[src/rtl/multicycle_control_unit.sv]
// multicycle_control_unit: multi-cycle RV32I control FSM with memory handshakes, sticky trap and retire counter
module multicycle_control_unit #(
    parameter int MEM_TIMEOUT = 16,
    parameter int TO_W = 8,
    parameter int CNT_W = 32
) (
    input  logic             clk,
    input  logic             rst_n,
    input  logic [6:0]       opCode,
    input  logic [2:0]       funct3,
    input  logic [6:0]       funct7,
    input  logic             imReady,
    input  logic             dmReady,
    output logic             imReq,
    output logic             dmReq,
    output logic             IRWr,
    output logic             PCWr,
    output logic             RUWr,
    output logic [3:0]       ALUOp,
    output logic [2:0]       IMMSrc,
    output logic             ALUASrc,
    output logic             ALUBSrc,
    output logic             DMWr,
    output logic [2:0]       DMCtrl,
    output logic [4:0]       BrOp,
    output logic [1:0]       RUDataWrSrc,
    output logic             trap,
    output logic [1:0]       trapCause,
    output logic [CNT_W-1:0] instret
);
    typedef enum logic [2:0] {FETCH, DECODE, EXEC, MEM, WB, TRAP} state_t;
    typedef enum logic [3:0] {C_R, C_I, C_LOAD, C_STORE, C_BRANCH, C_JAL, C_JALR, C_LUI, C_AUIPC, C_ILL} cls_t;

    state_t          state, state_n;
    cls_t            cls, cls_d;
    logic [TO_W-1:0] to_cnt;
    logic [1:0]      cause_n;
    logic            to_hit;
    logic            jump;
    logic            unused_f7;

    assign unused_f7 = ^{funct7[6], funct7[4:0]};
    assign to_hit = MEM_TIMEOUT != 0 && to_cnt == TO_W'(MEM_TIMEOUT);
    assign jump = cls == C_JAL || cls == C_JALR;

    always_comb begin
        case (opCode)
            7'b0110011: cls_d = C_R;
            7'b0010011: cls_d = C_I;
            7'b0000011: cls_d = C_LOAD;
            7'b0100011: cls_d = C_STORE;
            7'b1100011: cls_d = C_BRANCH;
            7'b1101111: cls_d = C_JAL;
            7'b1100111: cls_d = C_JALR;
            7'b0110111: cls_d = C_LUI;
            7'b0010111: cls_d = C_AUIPC;
            default:    cls_d = C_ILL;
        endcase
    end

    always_comb begin
        state_n     = state;
        cause_n     = 2'b00;
        imReq       = 1'b0;
        dmReq       = 1'b0;
        IRWr        = 1'b0;
        PCWr        = 1'b0;
        RUWr        = 1'b0;
        ALUOp       = 4'b0000;
        IMMSrc      = 3'b000;
        ALUASrc     = 1'b0;
        ALUBSrc     = 1'b0;
        DMWr        = 1'b0;
        DMCtrl      = 3'b000;
        BrOp        = 5'b00000;
        RUDataWrSrc = 2'b00;
        trap        = 1'b0;
        // datapath controls stay applied through MEM and WB so the ALU result remains valid
        if (state == EXEC || state == MEM || state == WB) begin
            case (cls)
                C_R:      ALUOp = {funct7[5], funct3};
                C_I:      begin ALUOp = funct3 == 3'b101 ? {funct7[5], funct3} : {1'b0, funct3}; ALUBSrc = 1'b1; end
                C_LOAD:   ALUBSrc = 1'b1;
                C_STORE:  begin ALUBSrc = 1'b1; IMMSrc = 3'b001; end
                C_BRANCH: begin ALUASrc = 1'b1; ALUBSrc = 1'b1; IMMSrc = 3'b101; BrOp = {2'b01, funct3}; end
                C_JAL:    begin ALUASrc = 1'b1; ALUBSrc = 1'b1; IMMSrc = 3'b110; end
                C_JALR:   ALUBSrc = 1'b1;
                C_LUI:    begin IMMSrc = 3'b010; ALUOp = 4'b0111; ALUBSrc = 1'b1; end
                C_AUIPC:  begin IMMSrc = 3'b010; ALUASrc = 1'b1; ALUBSrc = 1'b1; end
                default:  ;
            endcase
        end
        case (state)
            FETCH: begin
                imReq = rst_n;
                IRWr  = rst_n & imReady;
                if (imReady) state_n = DECODE;
                else if (to_hit) begin state_n = TRAP; cause_n = 2'b10; end
            end
            DECODE: begin
                state_n = cls_d == C_ILL ? TRAP : EXEC;
                cause_n = 2'b01;
            end
            EXEC: begin
                PCWr    = cls == C_BRANCH;
                state_n = (cls == C_LOAD || cls == C_STORE) ? MEM : cls == C_BRANCH ? FETCH : WB;
            end
            MEM: begin
                dmReq  = 1'b1;
                DMCtrl = funct3;
                DMWr   = cls == C_STORE;
                PCWr   = dmReady && cls == C_STORE;
                if (dmReady) state_n = cls == C_STORE ? FETCH : WB;
                else if (to_hit) begin state_n = TRAP; cause_n = 2'b11; end
            end
            WB: begin
                RUWr        = 1'b1;
                PCWr        = 1'b1;
                RUDataWrSrc = cls == C_LOAD ? 2'b01 : jump ? 2'b10 : 2'b00;
                BrOp        = jump ? 5'b10000 : 5'b00000;
                state_n     = FETCH;
            end
            default: begin
                trap    = 1'b1;
                state_n = TRAP;
            end
        endcase
    end

    always_ff @(posedge clk or negedge rst_n) begin
        if (!rst_n) begin
            state     <= FETCH;
            cls       <= C_ILL;
            to_cnt    <= '0;
            instret   <= '0;
            trapCause <= 2'b00;
        end else begin
            state <= state_n;
            if (state == DECODE) cls <= cls_d;
            to_cnt <= state_n != state ? '0 : (state == FETCH || state == MEM) ? to_cnt + 1'b1 : to_cnt;
            if (PCWr) instret <= instret + 1'b1;
            if (state != TRAP && state_n == TRAP) trapCause <= cause_n;
        end
    end
endmodule
[config.mk]
export PLATFORM = sky130hd
export DESIGN_NAME = multicycle_control_unit
export DESIGN_NICKNAME = d
export VERILOG_FILES = /design/src/rtl/multicycle_control_unit.sv
export SDC_FILE = /design/constraint.sdc
export NUM_CORES = 1
export LEC_CHECK = 0
export CORE_MARGIN = 4
export CORE_UTILIZATION = 25
export DETAILED_ROUTE_END_ITERATION = 8
export GPL_ROUTABILITY_DRIVEN = 1
export GPL_TIMING_DRIVEN = 0
export PLACE_DENSITY = 0.44
export SLEW_MARGIN = 25
export SYNTH_ARGS = -nofsm -noshare
export SYNTH_HDL_FRONTEND = slang
export SYNTH_SLANG_ARGS = --single-unit
[constraint.sdc]
create_clock -name clk -period 5.45 [get_ports clk]
set_clock_uncertainty 0.15 [all_clocks]
set_input_delay 1.09 -clock clk [delete_from_list [all_inputs] [get_ports clk]]
set_output_delay 1.09 -clock clk [all_outputs]
set_load 0.005 [all_outputs]
Yosys cells after proc, flatten, opt, wreduce, memory -nomap -nowiden
Index checks and enable logic that the tools add are counted.

Flip-flop bits (word level): 49. Output and inout port bits: 60. Word-level logic and storage cells: 89.

Add/subtract/negate cells: 2. Equal/unequal tests: 27. Muxes and demuxes: 40. Bitwise gates (word level): 1. Reduce and logical (&&, ||, !) cells: 14.

Operators with widths (count): $pmux 4 s9 (1); $add 32x1->32 const B (1); $mux 3 (9); $eq 7x6->1 const B (3); $eq 7x7->1 const B (3); $eq 4x3->1 const B (4); $mux 4 (4); $mux 8 (2); $pmux 3 s5 (1); $eq 7x5->1 const B (2); $mux 2 (7); $pmux 3 s4 (1); $pmux 4 s3 (1); $mux 1 (10); $mux 5 (2); $eq 3x3->1 const B (3); $add 8x1->8 const B (1); $eq 4x2->1 const B (2); $eq 4x4->1 const B (2); $eq 8x5->1 const B (1); $reduce_or 8->1 (1); $eq 7x2->1 const B (1); $eq 3x2->1 const B (2); $pmux 2 s3 (1); 14 further kinds (19).

Longest topological paths before layout
Depth in word-level cells: 7. Mapped depth: 9.

Least setup slack after synthesis
Ideal clock, no wire load.

Path type: input to output. Start: in dmReady. End: out PCWr. Data arrival time: 1766 ps. Required time: 4210 ps. Slack: 2444 ps. Stages on the path: 3. Path buffers: 0. Cell sequence: nand2_1 -> o32a_1 -> o31ai_2.

Cells in the longest elaborated chain, start to end: 2.

RTL lines: from (decl) (RTL line 13) `input logic dmReady,`; $logic_and 1x1->1 (RTL line 112) `PCWr = dmReady && cls == C_STORE;`; $pmux 1 s3 (RTL line 93) `case (state)`; to (decl) (RTL line 17) `output logic PCWr,`.

No other way between the ends.

Worst setup path in the final report
Ends and elaborated chain as after synthesis.

==> summary.md <==
| Metric | Value |
|---|---|
| Status | finished clean |
| Yosys warning count | 0 |
| R2R Setup Slk | 2.94 ns |
| Total GRT Usage | 12.17% |
| Number of global-route vias before repair | 2,572 |
| Worst reg2reg path depth | 7 |
| Sink Count | 49 |
| DP Worst Slack | 1.086 ns |
| CORE AREA | 0.01147 mm² |
| Net Sw Frac | 22.67% |
| Initial antenna violation count | 0 |
| Worst slew pin tran | 0.5711 ns |
| Initial Utilization | 25.58% |
| Worst EP required | 4.21 ns |
| R2r startpoint | state[2]$_DFF_PN0_ |
| Count of input and output buffers | 71 |
| Number of synthesized flops with an enable pin | 0 |
| Slew Limit Fails | 0 |
| Max Cap Violations | 0 |
| Synth area leader | dfrtp_1 |
| Synth area leaders | dfrtp_1, xnor2_1, nand2_1 |
| Hold path depth | 1 |
| Yosys reg bits | 49 |
| Setup Fix Bufs, Post-CTS | 0 |
| Final HPWL DP | 6026 µm |
| Yosys top cell area share | 40.10% |
| CP arrival | 3.09 ns |
| Pint | 0.0005513 W |
| Fin. Hold Viols | 0 |
| # DRC | 0 |
| Dominant synthesized flop cell | dfrtp_1 |
| CTS buffer count | 5 |
| Synth Instances | 326 |
| Post-DRT Antenna Nets | 0 |
| Clock transition at path regs | 0.07 ns |
| DRT Pass-1 Iters | 4 |
| Leakage | 1.568 nW |
| Post-placement cell area | 0.003847 mm² |
| Post_cts resized | 0 |
| Final setup margin | 1.119 ns |
| Final min period | 4.331 ns |
| Total Die Area | 0.01353 mm² |
| Chip width | 116.3 µm |
| Total congestion overflow | 0 |
| CTS tree | yes |
| Pwr per Cell Area | 178.7 mW/mm² |
| Async set-or-reset flop fraction in the synthesized netlist | 100.0% |
| Layout cells sized above 1 | 7.389% |
| Most frequent cells in the layout | clkdlybuf4s50_1, dfrtp_1, nand2_1 |
| RD Place Congestion | 0.7647 |
| Crit end category | output port |
| Synth Cell Area | 0.002933 mm² |
| Hold path start | instret[31]$_DFFE_PN0P_ |
| Die height | 116.3 µm |
| Routed WL | 7809 µm |
| Setup CP Type | input pin to output port |
| Sequential group share of total power | 51.1% |
| Syn Area/Cell | 8.996 µm² |
| Combinational share of power | 5.2% |
| Fin area | 0.003990 mm² |
| P_sw | 0.0001616 W |
| Syn Nets | 350 |
| Clock Path Buffers | 2 |
| DRT iter0 DRCs | 158 |
| WL per Instance | 14.22 µm |
| H-tree levels | 2 |
| Worst setup path startpoint | dmReady |
| Post-route clock period utilization | 79.47% |
| Clk Latency, worst-skew pair | 0.29 ns |
| First-pass GRT wire length | 13,300 µm |
| Placed cell count | 541 |
| Setup crit start kind | input pin |
| Clock share of power | 43.6% |
| Most common cell after layout, fill and taps aside | clkdlybuf4s50_1 |
| Crit path max fanout | 5 |
| RSZ-0062 raised after global routing | false |
| Unique cell type count in the Yosys netlist | 50 |
| Hold Path Class | flip-flop to flip-flop |
| Achievable frequency | 230.9 MHz |
| Diodes inserted | 0 |
| Area growth, synth to finish | 36.05% |
| Filler-free cell count of the finished design | 549 |
| Row count | 39 |
| Drt via density | 4.690 |
| Pin count of the biggest net entering global routing | 49 |
| Root Buffer | clkbuf_16 |
| Rel. slew slack | 61.58% |
| Final Setup Violations | 0 |
| Sequential share of the synthesized area | 41.89% |
| Final #Nets | 429 |
| Routed vias | 2,575 |
| Peak VDD IR | 0.0001126 V |
| Hold-fix buffers at CTS | 0 |
| Io pins | 81 |
logic make-up after synthesis:
group	count (synthesis)	share of synthesized area [%]
and+or+nand+nor	154	28.50
DFF	49	41.89
AOI/OAI and AO/OA	48	10.92
xor gates and xnor gates	41	12.24
buffers and inverters	29	4.436
adders and majority gates	3	1.280
muxes	2	0.7252
synth_stat cells (3+ instances only):
cell,number
nor2b_1,5
dfrtp_1,47
xnor2_1,31
ha_1,3
o211ai_1,3
nand3_1,13
nor3b_1,5
and3_1,11
and4_1,4
nor4_1,3
a21oi_1,15
nand2_1,32
clkbuf_1,9
nand2b_1,8
nor3_1,11
xor2_1,10
nor2_1,23
buf_2,5
and2_1,12
o21ai_0,11
or2_2,4
inv_1,12
nand4_1,16
routing by layer:
| layer | routed length (µm) | vias up | global-route usage [%] |
|---|---|---|---|
| met5 | 0 | - | 0 |
| met4 | 74 | 0 | 2.784 |
| met3 | 360 | 8 | 2.228 |
| met2 | 3719 | 53 | 20.10 |
| met1 | 3655 | 1218 | 16.58 |
| li1 | - | 1296 | - |
final cells by class:
| cell class | instances | area, µm² |
|---|---|---|
| Multi-Input combinational cell | 248 | 1574 |
| Clock inverter | 2 | 13.76 |
| Tap cell | 143 | 178.9 |
| Fill cell | 1198 | 7477 |
| Clock buffer | 6 | 128.9 |
| Buffer | 17 | 85.08 |
| Timing Repair Buffer | 72 | 735.7 |
| Inverter | 12 | 45.04 |
| Sequential cell | 49 | 1229 |
worst max-delay path, stage by stage:
cell             delay [ns]
clkdlybuf4s50_1        0.60
nand2_1                0.08
o32a_1                 0.34
o31ai_2                0.39
clkdlybuf4s50_1        0.59
through the flow:
stage	TNS, ns	util, %	power (W)	hold slack, ns
5_1_grt	0	34.80	0.0007471	0.3711
4_1_cts	0	34.80	0.0007239	0.3245
3_3_place_gp	-0.03460	33.33	0.0004071	0.3147
6_report	0	34.80	0.0007129	0.3259
2_1_floorplan	0	-	0.0003847	0.3183
3_5_place_dp	0	33.55	0.0004095	0.3149
power groups by stage:
stage	Sequential, W	Combinational, W	Clock (W)
2_1_floorplan	0.000371	0.0000134	0
3_3_place_gp	0.000371	0.0000358	0
6_report	0.000364	0.0000374	0.000311
5_1_grt	0.000364	0.0000426	0.000340
3_5_place_dp	0.000371	0.0000382	0
4_1_cts	0.000364	0.0000384	0.000321
state kept, by name (all words and copies together), names as in the netlist:
signal,flops
trapCause,2
to_cnt,8
cls,4
state,3
instret,32
path summary, 6_finish.rpt:
check                                               end
worst max-delay path                               PCWr
worst min-delay path            instret[31]$_DFFE_PN0P_
worst max register to register    to_cnt[0]$_DFFE_PN0P_
worst min register to register  instret[31]$_DFFE_PN0P_
max in group asynchronous            cls[0]$_DFFE_PN1P_
min in group asynchronous       instret[31]$_DFFE_PN0P_
No activity file was read; power rests on OpenSTA's default activity.
